--- config.mk ---
export PLATFORM = sky130hd
export DESIGN_NAME = fetch_decode_queue
export DESIGN_NICKNAME = d
export VERILOG_FILES = /design/src/rtl/riscv_pkg.sv /design/src/rtl/fetch_decode_queue.sv
export SDC_FILE = /design/constraint.sdc
export NUM_CORES = 1
export LEC_CHECK = 0
export CELL_PAD_IN_SITES_DETAIL_PLACEMENT = 1
export CELL_PAD_IN_SITES_GLOBAL_PLACEMENT = 1
export CORE_UTILIZATION = 30
export DETAILED_ROUTE_END_ITERATION = 10
export PLACE_DENSITY = 0.74
export SKIP_LAST_GASP = 1
export SYNTH_ARGS = -nofsm -noshare
export SYNTH_HDL_FRONTEND = slang
export SYNTH_SLANG_ARGS = --single-unit
--- constraint.sdc ---
create_clock -name clk -period 8.9 [get_ports clk]
set_input_delay 0.89 -clock clk [delete_from_list [all_inputs] [get_ports clk]]
set_output_delay 0.89 -clock clk [all_outputs]
set_load 0.02 [all_outputs]
--- src/rtl/riscv_pkg.sv ---
// Shared RISC-V front-end types: the fetch packet carried from fetch to decode
// and the canonical NOP encoding.
package riscv_pkg;

    typedef struct packed {
        logic [31:0] pc;
        logic [31:0] instr;
        logic        pred_taken;
        logic [31:0] pred_pc;
    } fetch_pkt_t;

    // addi x0, x0, 0
    localparam logic [31:0] NOP_INSTR = 32'h0000_0013;

endpackage

--- src/rtl/fetch_decode_queue.sv ---
// In-order instruction queue between fetch and decode: circular buffer with
// valid/ready on the decode side, count-based back-pressure to fetch, and flush.
module fetch_decode_queue
    import riscv_pkg::*;
#(
    parameter int unsigned DEPTH     = 2,
    parameter logic [31:0] NOP_INSTR = riscv_pkg::NOP_INSTR
) (
    input  logic                     clk,
    input  logic                     reset,
    input  logic                     f_valid,
    input  logic [31:0]              f_pc,
    input  logic [31:0]              f_instr,
    input  logic                     f_pred_taken,
    input  logic [31:0]              f_pred_pc,
    output logic                     f_ready,
    input  logic                     flush,
    output logic                     d_valid,
    output logic [31:0]              d_pc,
    output logic [31:0]              d_instr,
    output logic                     d_pred_taken,
    output logic [31:0]              d_pred_pc,
    input  logic                     d_ready,
    output logic [$clog2(DEPTH):0]   count
);

    localparam int unsigned PTR_W = $clog2(DEPTH);
    localparam int unsigned CNT_W = PTR_W + 1;

    fetch_pkt_t       mem [DEPTH];
    fetch_pkt_t       pkt_in;
    fetch_pkt_t       head;
    logic [PTR_W-1:0] wr_ptr;
    logic [PTR_W-1:0] rd_ptr;
    logic             push;
    logic             pop;

    // Ready looks only at the registered count, so a full queue never accepts
    // in the same cycle that decode drains it.
    assign f_ready = (count != CNT_W'(DEPTH));
    assign d_valid = (count != '0);
    assign push    = f_valid & f_ready & ~flush;
    assign pop     = d_valid & d_ready & ~flush;

    assign pkt_in.pc         = f_pc;
    assign pkt_in.instr      = f_instr;
    assign pkt_in.pred_taken = f_pred_taken;
    assign pkt_in.pred_pc    = f_pred_pc;

    always_ff @(posedge clk) begin
        if (reset || flush) begin
            wr_ptr <= '0;
            rd_ptr <= '0;
            count  <= '0;
        end else begin
            if (push) begin
                wr_ptr <= wr_ptr + PTR_W'(1);
            end
            if (pop) begin
                rd_ptr <= rd_ptr + PTR_W'(1);
            end
            count <= count + CNT_W'(push) - CNT_W'(pop);
        end
    end

    // Entries are never cleared; stale data is hidden by d_valid masking below.
    always_ff @(posedge clk) begin
        if (push && !reset) begin
            mem[wr_ptr] <= pkt_in;
        end
    end

    assign head = mem[rd_ptr];

    always_comb begin
        d_pc         = '0;
        d_instr      = NOP_INSTR;
        d_pred_taken = 1'b0;
        d_pred_pc    = '0;
        if (d_valid) begin
            d_pc         = head.pc;
            d_instr      = head.instr;
            d_pred_taken = head.pred_taken;
            d_pred_pc    = head.pred_pc;
        end
    end

endmodule

# After elaboration in Yosys (flattened, before gate mapping)
# Memory sizes are Yosys's and may differ from the RTL's. A register that Yosys moved wholly into a read port is not among the register bits.
# Cells that the tools add are included.
# classes
addsub	4
n_eq_ne	1
mux	8
n_bitwise	5
n_reduce_logical	4
# ops
cell	count
32-bit 2-to-1 mux	3
1-bit 2-to-1 mux	5
1-bit AND	4
1-bit adder, second input constant	2
2-bit by 1-bit adder with 2-bit output	1
2-bit != test, second input constant	1
2-bit nonzero test	1
2-bit by 1-bit subtractor with 2-bit output	1
1-bit logical AND	1
1-bit zero test	1
1-bit logical OR	1
1-bit inverter	1
# totals
reg_bits	4
ramBits	194
in_bits	102
mem_count	1
# memory_table
memory	depth	width	read_ports	rd_ports_with_merged_regs	write_ports	line	source
mem	2	97	1	1	1	fetch_decode_queue.sv:30	fetch_pkt_t mem [DEPTH];

# Logic depth before layout (Yosys ltp)
# Gate-level depths: netlist of run 1.
# logic_depth
depth_word	6
mapped_depth	9

# Worst setup path before layout of run 1
# Ideal clock, no wire load.
# synth_timing
path_type	input port to flip-flop
from	input port flush
to	memory mem[0][0] (netlist name), enable pin
setup_time_ps	553
arrival_ps	5300
setup_slack_ps	3046
stages	2
path_cell_list	or3_1 -> nor2_1
# synth_via
elab_chain_cells	5
# synth_lines
element	line	source
start: declaration	fetch_decode_queue.sv:17	input logic flush,
1-bit inverter	fetch_decode_queue.sv:42	assign push = f_valid & f_ready & ~flush;
1-bit AND	fetch_decode_queue.sv:42	
1-bit logical AND	fetch_decode_queue.sv:68	if (push && !reset) begin
1-bit 2-to-1 mux	fetch_decode_queue.sv:68	
1-bit 2-to-1 mux (not written as such)	fetch_decode_queue.sv:69	mem[wr_ptr] <= pkt_in;
end: declaration	fetch_decode_queue.sv:30	
# Every way passes these cells.

==> metrics, run 1 <==
dpl ws 5180 ps; final total power slightly below 2 mW; Synth top area share between 70 and 80%; post-synthesis cell area ~0.0076 mm2; CP arrival 3250 ps; area leader, netlist edfxtp_1; Worst Skew 9.49 ps; worst path required time ~8000 ps; Area after DPL slightly below 0.01 mm2; antenna-violating nets left 0; post-CTS sizing 0; Clock transition at path regs around 80 ps; GPL Wtd Cong about 0.76; DP HPWL roughly 11000 um; largest net degree at the start of global routing 96; final hold vios 0; worst min path class register to register; Fillers ~2.5k; global-route wire length before repair 26000 um; critical-path cell list buf_4 > mux2i_1 > nor2_1 > clkdlybuf4s50_1; fin area 0.0105 mm2; Yosys cell types 22; top cells by area, synth edfxtp_1 77%, mux2i_1 13%, nor2_1 4.8%, dfxtp_1 1.3%, buf_12 0.79%; Hold Buf Count CTS 0; Inserted Diodes 0; placement row count 57; Starting Density a little under a third; I/O Pins 203; Final setup viols 0; # port buffers roughly 200; Tmin final 4140 ps; Worst path max stage delay about 860 ps; LEAKAGE ~3.3 nW; syn_area_per_cell ~17 um2; final cell count without fillers between 900 and 1k; initial DRC count between 100 and 150; all-layer global routing usage between 10% and 20%; fraction of registers with async set/reset 0%; top_reg_cell synth edfxtp_1; wire per inst around 17 um; Clock Sink Count between 150 and 200; chip height 161 um; GR Overflow Total 0; vias approximately 4.3k; worst-skew pair later-pin latency between 400 and 500 ps; Ys Warns 0; CP endpoint kind output pin; NumNets Final between 700 and 800; CP max stage cell buf_4; DRC 0; CTS Root Cell clkbuf_16; startpoint types register; Slew Viols, Final 0; # Max-Cap Violations 0; area grow syn2layout 38.4%; maximum clock path buffer count 2; DIE WIDTH 161 um; number of global-route vias before repair between 4k and 5k; worst hold slack around 500 ps; share of cells above drive strength 1 6.11%; drt pass-1 iters 4; worst path bufs/invs 2; RSZ-0062 raised after global routing false; critical path fanouts, max 57; cts bufs inserted 17; sequential area share after synthesis 78.1%; final worst setup slack around 4800 ps; Setup CP Type register to output pin; vias per cell around 4.4; postcts setup bufs 0; status finished clean; slew margin rel. around 29%; die area between 0.02 and 0.03 mm2; initial antenna violation count 0; drt total wl around 17000 um; core area roughly 0.025 mm2; CTS tree yes; #FFs+latches synth a little under 200; Fin Setup TNS 0 ps; Post-synth EDFFs between 150 and 200; Post-Synthesis Cells between 400 and 500; Cells after DPL 947; crit share post-route a little under half; CTS HTree Levels 4; final core occ ~43%; Pwr per Cell Area between 150 and 200 mW/mm2; VDD IR max approximately 0.000097 V; CP delay by family, top buffers and inverters; actual slew at the worst max-slew pin ~1100 ps; fmax 241 MHz; syn nets 541
-- cells by family after synthesis --
family | synth area share [%]
fa+ha+maj | 0.330
mux | 12.9
buf+inv | 2.42
compound gates | 0.0659
xor+xnor | 0.346
flops | 78.1
simple gates | 5.79
-- per-layer routing --
metal | part of all wire (%) | vias to the layer above | global-route usage [%] | wire, um
li1 | - | 2019 | - | -
met1 | 42 | 2168 | 15.6 | 7130
met2 | 52 | 134 | 23.6 | 8750
met3 | 5.2 | 8 | 3.65 | 880
met4 | 0.85 | 0 | 3.73 | 143
met5 | 0 | - | 0 | 0
-- final cells by class --
type / instances / area [um2] / area share (%)
Sequential cell: 199 / 5930 / 56.5
Timing Repair Buffer: 207 / 2060 / 19.6
Multi-Input combinational cell: 215 / 1490 / 14.2
Clock buffer: 17 / 425 / 4.05
Tap cell: 324 / 405 / 3.86
Clock inverter: 15 / 181 / 1.73
Inverter: 2 / 7.51 / 0.0715
-- layout by cell type (no fill, tap or decap) --
| cell | n |
|---|---|
| and2_1 | 2 |
| and4_4 | 1 |
| buf_4 | 5 |
| bufinv_16 | 1 |
| clkbuf_16 | 17 |
| clkdlybuf4s50_1 | 202 |
| clkinv_1 | 1 |
| clkinv_4 | 2 |
| clkinv_8 | 4 |
| clkinvlp_4 | 1 |
| dfxtp_1 | 4 |
| dfxtp_4 | 1 |
| edfxtp_1 | 194 |
| ha_1 | 2 |
| inv_1 | 2 |
| inv_6 | 4 |
| inv_8 | 2 |
| mux2i_1 | 98 |
| nand2_1 | 5 |
| nand2b_1 | 1 |
| nor2_1 | 96 |
| nor2_4 | 2 |
| nor3_1 | 2 |
| o21ai_1 | 1 |
| or2_1 | 1 |
| or3_1 | 1 |
| xnor2_1 | 2 |
| xor2_1 | 1 |
-- state kept, by name (all words and copies together), names as in the netlist, named ones only --
signal,count
count,2
mem,194
rd_ptr,1
wr_ptr,1
-- Yosys cell counts, types with 2 or more instances --
master,number
and2_1,2
buf_12,3
buf_2,6
buf_4,8
clkbuf_1,3
dfxtp_1,5
edfxtp_1,194
ha_1,2
inv_1,2
mux2i_1,98
nand2_1,5
nor2_1,97
nor3_1,2
xnor2_1,2
-- worst reg2reg max path: stages (launching register included) --
cell and delay [ps]:
dfxtp_1 460, nand2b_1 200, nand2_1 150, nor2_4 130
buf_4 460, buf_4 740
-- where the power goes --
group          total, mW  switching (mW)  leakage [nW]  internal (mW)
registers           1.05         0.00608          1.80           1.05
clock network      0.772           0.368         0.291          0.403
logic              0.143          0.0676          1.17         0.0751
-- final timing paths --
check	from	end	slack, ps	cells past startpoint
setup / recovery	register	d_instr[28]	4760	4
hold / removal	wr_ptr	wr_ptr	510	2
setup reg to reg	count[0]	mem[0][11]	6290	5
hold reg to reg	wr_ptr	wr_ptr	510	2
Power figures use the tool's default switching activity.
==> inputs of run 2 (changes only) <==
==> constraint.sdc (replaced) <==
create_clock -name clk -period 4 [get_ports clk]
set_input_delay 0.4 -clock clk [delete_from_list [all_inputs] [get_ports clk]]
set_output_delay 0.4 -clock clk [all_outputs]
set_load 0.02 [all_outputs]
==> run 2 against run 1 <==
Hold slack gained 22 ps. Die area unchanged. Combinational power rose by 130%. Routed wire length fell by 0.69%. Flip-flop and latch count unchanged. Clock-buffer cell count rose by 2. Largest power group unchanged.
==> metrics, run 2 (synthesis results as in run 1) <==
hold wc startpoint wr_ptr (unchanged); R2R cell count 9 (was 5); CP arrival 2540 ps (was 3250 ps); chip height 161 um (unchanged); Setup CP Type register to output pin (unchanged); all-layer global routing usage 13.1% (was 13.2%); CP endpoint kind output pin (unchanged); Net Sw Frac 22.4% (was 22.5%); cts bufs inserted 17 (unchanged); maximum clock path buffer count 2 (unchanged); # port buffers 202 (unchanged); crit path launch count[1]; drt pass-1 iters 4 (unchanged); Fillers 2475 (was 2486); startpoint types register (unchanged); Hold Buf Count CTS 0 (unchanged); initial antenna violation count 0 (unchanged); global-route wire length before repair 25900 um (was 26000 um); core area 0.0245 mm2 (unchanged); share of cells above drive strength 1 6.38% (was 6.11%); NumNets Final 749 (was 746); worst r2r dst count[1] (was mem[0][11]); commonest non-fill, non-tap cell in the layout clkdlybuf4s50_1 (unchanged); initial DRC count 146 (was 132); DRC 0 (unchanged); worst-skew pair later-pin latency 420 ps (about the same); die area 0.0259 mm2 (unchanged); Slew Viols, Final 0 (unchanged); Final setup viols 0 (unchanged); drt total wl 16800 um (was 16900 um); Fin Setup TNS 0 ps (unchanged); crit share post-route between 70% and 80%; status finished clean (unchanged); worst min path class register to register (unchanged); DP HPWL 11500 um (was 11100 um); part of the power in combinational logic 7.6% (was 7.3%); Pwr per Cell Area 409 mW/mm2 (was 187 mW/mm2); reg2reg start count[0] (unchanged); Top reg by flops mem (unchanged); commonest cells after routing, fill and taps aside 202 x clkdlybuf4s50_1, 194 x edfxtp_1, 98 x mux2i_1 (unchanged); fmax 340 MHz; Worst Skew 10.5 ps (was 9.49 ps); area grow syn2layout 38.4% (about the same); final hold vios 0 (unchanged); Tmin final 2940 ps; critical path fanouts, max 40 (was 57); final cell count without fillers 982 (was 979); max FFs per register 194 (unchanged); I/O Pins 203 (unchanged); GR Overflow Total 0 (unchanged); VDD IR max 0.000217 V (was 0.0000970 V); Seq pwr share 54.5% (was 53.5%); Sw Pwr 0.963 mW (was 0.442 mW); postcts setup bufs 0 (unchanged); antenna-violating nets left 0 (unchanged); P_int 3.33 mW (was 1.53 mW); Inserted Diodes 0 (unchanged); RSZ-0062 raised after global routing false (unchanged); CTS Root Cell clkbuf_16 (unchanged); wire per inst 17.1 um (was 17.3 um); Clock transition at path regs 70 ps (was 80 ps); actual slew at the worst max-slew pin 753 ps (was 1060 ps); Starting Density 30.9% (unchanged); Regs by FF count mem x194, count x2 (unchanged); vias per cell 4.38 (was 4.42); internal reg-to-reg setup slack 1820 ps (was 6290 ps); slew margin rel. 49.8% (was 29.2%); Worst setup endpoint d_pred_pc[23] (was d_instr[28]); Cells after DPL 950 (was 947); GPL Wtd Cong 0.760 (was 0.762); # Max-Cap Violations 0 (unchanged); post-CTS sizing 0 (unchanged); placement row count 57 (unchanged); Clock Sink Count 199 (unchanged); worst path required time 3600 ps (was 8010 ps); CTS HTree Levels 4 (unchanged); DIE WIDTH 161 um (unchanged); CTS tree yes (unchanged); LEAKAGE 3.27 nW (about the same); number of global-route vias before repair 4730 (was 4777); largest net degree at the start of global routing 58 (was 96); vias 4302 (was 4329); Clock power frac 37.9% (was 39.2%)
-- run 2: cell type report --
class,instances,area [um2],share of cell area (%)
well taps,324,405,3.86
clock buffers,19,433,4.12
flip-flops and latches,199,5930,56.5
multi-input cells,215,1490,14.2
inverters,2,7.51,0.0715
clock inverters,13,128,1.22
repair buffers,210,2110,20.1
-- run 2: per-stage QoR --
step	worst slack, ps	total power [mW]	utilization (%)	area [um2]	hold WS, ps
after detailed placement	1340	2.72	40.5	9940	527
final	1060	4.29	42.8	10500	536
after floorplan	81.9	2.51	-	7590	443
after CTS	999	4.35	42.8	10500	536
after global placement	1460	2.70	40.5	9940	464
after global routing	888	4.45	42.8	10500	532
-- run 2: worst max-delay path, stage by stage, from the launching register on --
cell and delay, ps:
dfxtp_1 390, nor2_4 490, buf_4 490, nor2_1 150, clkdlybuf4s50_1 570
-- run 2: per-layer routing --
metal,vias up,global-route usage (%),part of all wire (%)
met5,-,0,0
met4,0,3.73,0.93
met3,10,3.31,5.1
met2,129,22.7,51
met1,2133,16.2,43
li1,2030,-,-
-- run 2: how the worst min path moves through the flow --
stage	end	slack (ps)	cells past startpoint
5_1_grt	mem[0][10]	530	1
3_5_place_dp	wr_ptr	530	2
4_1_cts	mem[1][10]	540	1
6_report	wr_ptr	540	2
3_3_place_gp	wr_ptr	460	2
2_1_floorplan	wr_ptr	440	2
-- run 2: power by group through the flow --
| stage | combinational (mW) | clock [mW] | sequential [mW] |
|---|---|---|---|
| after global placement | 0.319 | 0 | 2.38 |
| after detailed placement | 0.331 | 0 | 2.39 |
| after floorplan | 0.120 | 0 | 2.39 |
| after CTS | 0.332 | 1.68 | 2.34 |
| final | 0.326 | 1.63 | 2.34 |
| after global routing | 0.349 | 1.76 | 2.34 |
